`src/rtl/scope_capture_ctrl.sv`:
```
// Scope capture sequencer: waits for a level crossing (or an auto-trigger
// timeout) on the incoming sample stream, writes one decimated frame of
// NUM_SAMPLES samples into the display RAM, then holds it until the display
// acknowledges it.
//
// Interface timing: a sample is accepted on a rising clk_20k edge where
// sample_valid is high. A low sample_valid stalls every counter. There is no
// backpressure: the RAM write port takes wr_en/wr_addr/wr_data whenever
// wr_en is high (a one-cycle pulse, one cycle after the accepted sample).
// frame_ready stays high until a frame_ack seen in HOLD.
module scope_capture_ctrl #(
  parameter int DATA_W      = 12,
  parameter int ADDR_W      = 10,
  parameter int NUM_SAMPLES = 640,
  parameter int DECIM_W     = 8,
  parameter int AUTO_TMO    = 20000
) (
  input  logic               clk_20k,
  input  logic               rst_n,
  input  logic [DATA_W-1:0]  sample_in,
  input  logic               sample_valid,
  input  logic               arm,
  input  logic               abort,
  input  logic               freeze,
  input  logic [DATA_W-1:0]  trig_level,
  input  logic               trig_edge,
  input  logic               auto_en,
  input  logic [DECIM_W-1:0] decim,
  input  logic               frame_ack,
  output logic               wr_en,
  output logic [ADDR_W-1:0]  wr_addr,
  output logic [DATA_W-1:0]  wr_data,
  output logic               frame_ready,
  output logic               auto_trig,
  output logic [1:0]         state
);

  localparam int TMO_W = $clog2(AUTO_TMO + 1);
  localparam logic [ADDR_W-1:0] LAST_ADDR = ADDR_W'(NUM_SAMPLES - 1);
  localparam logic [TMO_W-1:0]  TMO_LAST  = TMO_W'(AUTO_TMO - 1);
  localparam logic [TMO_W-1:0]  TMO_SAT   = TMO_W'(AUTO_TMO);
  // A one-sample frame is complete with the trigger write itself.
  localparam bit SINGLE_SAMPLE = (NUM_SAMPLES == 1);

  typedef enum logic [1:0] {
    S_IDLE    = 2'd0,
    S_ARMED   = 2'd1,
    S_CAPTURE = 2'd2,
    S_HOLD    = 2'd3
  } state_t;

  state_t             state_q, state_d;
  logic               prev_valid_q, prev_valid_d;
  logic [DATA_W-1:0]  prev_q, prev_d;
  logic [TMO_W-1:0]   tmo_cnt_q, tmo_cnt_d;
  logic [DECIM_W-1:0] dec_cnt_q, dec_cnt_d;
  logic [DECIM_W-1:0] decim_lat_q, decim_lat_d;
  logic               wr_en_q, wr_en_d;
  logic [ADDR_W-1:0]  wr_addr_q, wr_addr_d;
  logic [DATA_W-1:0]  wr_data_q, wr_data_d;
  logic               frame_ready_q, frame_ready_d;
  logic               auto_trig_q, auto_trig_d;

  logic               rise_x;
  logic               fall_x;
  logic               crossing;
  logic               tmo_hit;
  logic [ADDR_W-1:0]  next_addr;

  // Trigger detection against the previous valid sample seen while ARMED.
  always_comb begin
    rise_x    = (prev_q < trig_level) && (sample_in >= trig_level);
    fall_x    = (prev_q > trig_level) && (sample_in <= trig_level);
    crossing  = prev_valid_q && (trig_edge ? rise_x : fall_x);
    // tmo_cnt_q counts valid samples already seen in ARMED, so the current
    // one is the AUTO_TMO-th when the count has reached AUTO_TMO-1.
    tmo_hit   = auto_en && (tmo_cnt_q >= TMO_LAST);
    next_addr = wr_addr_q + 1'b1;
  end

  // Next-state and registered-output computation; abort overrides everything.
  always_comb begin
    state_d       = state_q;
    prev_valid_d  = prev_valid_q;
    prev_d        = prev_q;
    tmo_cnt_d     = tmo_cnt_q;
    dec_cnt_d     = dec_cnt_q;
    decim_lat_d   = decim_lat_q;
    wr_en_d       = 1'b0;
    wr_addr_d     = wr_addr_q;
    wr_data_d     = wr_data_q;
    frame_ready_d = frame_ready_q;
    auto_trig_d   = auto_trig_q;

    if (abort) begin
      state_d       = S_IDLE;
      frame_ready_d = 1'b0;
    end else begin
      case (state_q)
        S_IDLE: begin
          if (arm) begin
            state_d      = S_ARMED;
            prev_valid_d = 1'b0;
            tmo_cnt_d    = '0;
          end
        end

        S_ARMED: begin
          if (sample_valid) begin
            prev_d       = sample_in;
            prev_valid_d = 1'b1;
            // Saturate so a long wait with auto_en low never wraps.
            if (tmo_cnt_q != TMO_SAT) begin
              tmo_cnt_d = tmo_cnt_q + 1'b1;
            end
            if (crossing || tmo_hit) begin
              // The trigger sample is the first sample of the frame.
              auto_trig_d   = !crossing;
              wr_en_d       = 1'b1;
              wr_addr_d     = '0;
              wr_data_d     = sample_in;
              decim_lat_d   = decim;
              dec_cnt_d     = decim;
              state_d       = SINGLE_SAMPLE ? S_HOLD : S_CAPTURE;
              frame_ready_d = SINGLE_SAMPLE;
            end
          end
        end

        S_CAPTURE: begin
          if (sample_valid) begin
            if (dec_cnt_q == '0) begin
              wr_en_d   = 1'b1;
              wr_addr_d = next_addr;
              wr_data_d = sample_in;
              dec_cnt_d = decim_lat_q;
              if (next_addr == LAST_ADDR) begin
                state_d       = S_HOLD;
                frame_ready_d = 1'b1;
              end
            end else begin
              dec_cnt_d = dec_cnt_q - 1'b1;
            end
          end
        end

        S_HOLD: begin
          if (frame_ack) begin
            frame_ready_d = 1'b0;
            if (freeze) begin
              state_d = S_IDLE;
            end else begin
              state_d      = S_ARMED;
              prev_valid_d = 1'b0;
              tmo_cnt_d    = '0;
            end
          end
        end

        default: begin
          state_d = S_IDLE;
        end
      endcase
    end
  end

  // State and output registers, cleared asynchronously.
  always_ff @(posedge clk_20k or negedge rst_n) begin
    if (!rst_n) begin
      state_q       <= S_IDLE;
      prev_valid_q  <= 1'b0;
      prev_q        <= '0;
      tmo_cnt_q     <= '0;
      dec_cnt_q     <= '0;
      decim_lat_q   <= '0;
      wr_en_q       <= 1'b0;
      wr_addr_q     <= '0;
      wr_data_q     <= '0;
      frame_ready_q <= 1'b0;
      auto_trig_q   <= 1'b0;
    end else begin
      state_q       <= state_d;
      prev_valid_q  <= prev_valid_d;
      prev_q        <= prev_d;
      tmo_cnt_q     <= tmo_cnt_d;
      dec_cnt_q     <= dec_cnt_d;
      decim_lat_q   <= decim_lat_d;
      wr_en_q       <= wr_en_d;
      wr_addr_q     <= wr_addr_d;
      wr_data_q     <= wr_data_d;
      frame_ready_q <= frame_ready_d;
      auto_trig_q   <= auto_trig_d;
    end
  end

  assign wr_en       = wr_en_q;
  assign wr_addr     = wr_addr_q;
  assign wr_data     = wr_data_q;
  assign frame_ready = frame_ready_q;
  assign auto_trig   = auto_trig_q;
  assign state       = state_q;

endmodule
```
`config.mk`:
```
export PLATFORM = sky130hd
export DESIGN_NAME = scope_capture_ctrl
export DESIGN_NICKNAME = d
export VERILOG_FILES = /design/src/rtl/scope_capture_ctrl.sv
export SDC_FILE = /design/constraint.sdc
export NUM_CORES = 1
export LEC_CHECK = 0
export ABC_AREA = 1
export BUFFER_PORTS_ARGS = -buffer_cell sky130_fd_sc_hd__buf_2
export CAP_MARGIN = 20
export CORE_MARGIN = 10
export CORE_UTILIZATION = 60
export CTS_CLUSTER_SIZE = 25
export DETAILED_ROUTE_END_ITERATION = 8
export PLACE_DENSITY = 0.93
export SLEW_MARGIN = 40
export SYNTH_ARGS = -nofsm -noshare
export SYNTH_HDL_FRONTEND = slang
export SYNTH_SLANG_ARGS = --single-unit
```
`constraint.sdc`:
```
create_clock -name clk_20k -period 5.85 [get_ports clk_20k]
set_input_delay 0.585 -clock clk_20k [delete_from_list [all_inputs] [get_ports clk_20k]]
set_output_delay 0.585 -clock clk_20k [all_outputs]
set_load 0.005 [all_outputs]
```
==> impl_metrics.yaml <==
power_and_ir_drop:
  power_density_nw_per_um2: 374.5
  total_leakage_power_nw: 2.773
  p_total_w: 0.001922
  ir_drop_v: 0.0002263
  p_comb_share_pct: 39.2
  seq_power_share_pct: 37.6
  p_switching_w: 0.0007541
  clockPowerShare_pct: 23.2
  swShare_pct: 39.23
  p_int_w: 0.001168
sta:
  finalCritPeriodShare_pct: 45.43
  tightest_slew_ps: 652.8
  tns_ps: 0
  slew-limit-headroom_pct: 56.48
  drv_slew: 0
  max_freq_mhz: 376.3
  layout_min_cycle_time_ps: 2658
  grt_setup_unrepaired: "false"
  final-setup-viol-count: 0
  fin_skew_ps: 5.213
  hold_viol: 0
floorplan:
  die-area_um2: 11410
  rows: 31
  die_x_um: 106.8
  start_util_pct: 61.99
  die_h_um: 106.8
  ios: 68
  core_um2: 7292
synth:
  synth_cell_types: 45
  ys_seq_area_share_pct: 39.30
  ys_ff_latch: 71
  synth_area_um2: 4521
  synth_flop_cell: "dfrtp_1"
  synth_edf_count: 0
  async_flop_share_pct: 100.0
  syn_inst: 561
  syn_nets: 636
  yosysWarnings: 0
  syn-mean-instance-area_um2: 8.058
critical_path:
  crit_arrival_ps: 2930
  cpMostUsedCell: "inv_1"
  path_max_fanout: 34
  slowest_delay_ps: 460
  critPathKind: "reg -> reg"
  crit_required_ps: 6120
  crit_path_cell_trace: "inv_1 > ha_1 > clkinv_1 > nor2_1 > inv_1 > nand3_4 > nand2_1 > o21ai_2"
  crit_slowest_cell: "nand3_4"
  worstSetupStartpointType: "register"
  end_kind: "register"
hold_path:
  holdCritPathClass: "in -> async"
routing:
  dr.pass1.iters: 5
  wl_per_cell_um: 14.99
  drtAntennaViolNets: 0
  drc: 0
  totalWireLength_mm: 11.00
  drtIter0Drc: 228
  via_per_inst: 5.433
  vias: 3988
status:
  status: "completed"
final_layout:
  layout_commonest_cell: "nand2_1"
  nets: 705
  multi_input_area_um2: 2332
  fillers: 556
  seq_area_um2: 1777
  layout_common_cells: "139 x nand2_1, 83 x inv_1, 71 x dfrtp_1"
  diodes: 0
  areaGrowthSynthToFinish_pct: 13.53
  layout.cells.non_filler: 734
  drive_gt1_share_pct: 21.73
clock_network:
  cts_tree: "done"
  clkSlewWorstSetupHoldPaths_ps: 80
  worstSkewPairLatency_ps: 350
  cts_buffers: 9
  ctsRootBufferMaster: "clkbuf_8"
  cts_resized: 0
  cts_buffer_depth: 2
  clkSinkCount: 71
  hold_buffers: 0
  ctsHtreeMaxLevel: 3
  postCtsSetupBuffers: 0
run:
  maxCapViolations: 0
global_routing:
  grt_overflow: 0
  track_usage_pct: 20.00
  grt_pass1_wl_mm: 18.84
  antenna_found_initial: 0
  grt_max_degree: 72
  grt_pass1_vias: 4008
placed_design:
  gp_congestion: 0.8814
  io_buffers: 67
  place_inst: 718
  dp.final_hpwl_mm: 7.974
path summary, 6_finish.rpt:
path	start	endpoint	slack [ps]	depth (start not counted)
hold / removal	rst_n	wr_addr[6]	330	2
setup reg to reg	state[0]	wr_data[0]	3190	8
max in group asynchronous	rst_n	prev_q[11]	5060	2
setup / recovery	state[0]	wr_data[0]	3190	8
hold reg to reg	wr_data[4]	wr_data[4]	480	2
min in group clk_20k	wr_data[4]	wr_data[4]	480	2
critical path, delay by kind of cell (launching register included):
kind,cells,cell delay (ps)
fa+ha+maj,1,410
simple gates,3,980
flops,1,440
buf+inv,3,630
compound gates,1,90
per-stage QoR:
stage | area (um^2) | hold slack, ps | util (%) | setup slack, ps
after global placement | 4906 | 458.2 | 67.28 | 3243
after floorplan | 4521 | 289.4 | - | 3691
final | 5132 | 333.9 | 70.38 | 3192
after global routing | 5132 | 373.9 | 70.38 | 2941
after detailed placement | 4910 | 458.7 | 67.33 | 3084
after CTS | 5132 | 362.5 | 70.38 | 3249
cell families (layout without fill, tap and decap cells):
kind of cell | Yosys count | count (layout) | share of synthesized area [%]
muxes | 1 | 1 | 0.2491
and+or+nand+nor | 247 | 247 | 25.63
AOI/OAI and AO/OA | 94 | 94 | 13.20
DFF | 71 | 71 | 39.30
adders and majority gates | 34 | 34 | 9.411
xor gates and xnor gates | 16 | 16 | 3.100
buffers and inverters | 98 | 172 | 9.106
power groups by stage:
stage          logic, W  registers [W]  clock network [W]
2_1_floorplan  0.000547       0.000714                  0
3_3_place_gp   0.000696       0.000723                  0
3_5_place_dp   0.000737       0.000728                  0
4_1_cts        0.000753       0.000720           0.000450
5_1_grt        0.000857       0.000738           0.000469
6_report       0.000753       0.000722           0.000447
metal layers:
| metal | GRT usage [%] | vias to the layer above | routed length, um |
|---|---|---|---|
| met4 | 6.093 | 0 | 248 |
| met3 | 5.509 | 26 | 699 |
| met5 | 0 | - | 0 |
| li1 | - | 1953 | - |
| met1 | 23.99 | 1853 | 4542 |
| met2 | 34.11 | 156 | 5514 |
cell type report:
| class | count | share of cell area (%) |
|---|---|---|
| well taps | 99 | 2.413 |
| repair buffers | 68 | 6.753 |
| clock inverters | 5 | 1.585 |
| clock buffers | 11 | 2.755 |
| multi-input cells | 392 | 45.44 |
| flip-flops and latches | 71 | 34.62 |
| inverters | 88 | 6.436 |
sequential cells by signal (all words and copies together) (netlist names):
register and flops:
auto_trig 1, dec_cnt_q 8, decim_lat_q 8, frame_ready 1
prev_q 12, prev_valid_q 1, state 2, tmo_cnt_q 15
wr_addr 10, wr_data 12, wr_en 1
synth_stat cells (2+ instances only):
cell type	instances	share of area [%]
ha_1	34	9.4
buf_6	5	1.2
a21oi_2	3	0.58
nor2_2	3	0.42
nand3_4	3	1.2
o21ai_0	23	2.5
clkbuf_1	2	0.17
nor3_1	7	0.77
o22ai_1	3	0.42
nand4_1	13	1.8
nand2_4	2	0.50
xor2_1	11	2.1
a21oi_1	20	2.2
or2_2	2	0.28
inv_2	3	0.25
clkinv_1	2	0.17
buf_2	2	0.22
inv_1	83	6.9
nand2_1	139	12
o21ai_1	12	1.3
o211ai_1	2	0.33
nor2_1	37	3.1
nand2_2	11	1.5
o21ai_2	19	3.7
xnor2_1	5	0.97
nand3_1	17	1.9
a31oi_1	3	0.42
dfrtp_1	71	39
o221ai_1	2	0.39
nor4_1	2	0.28
nor3_2	4	0.89
nor2_4	2	0.50
a21o_1	2	0.33
(Power assumes the default switching activity.)
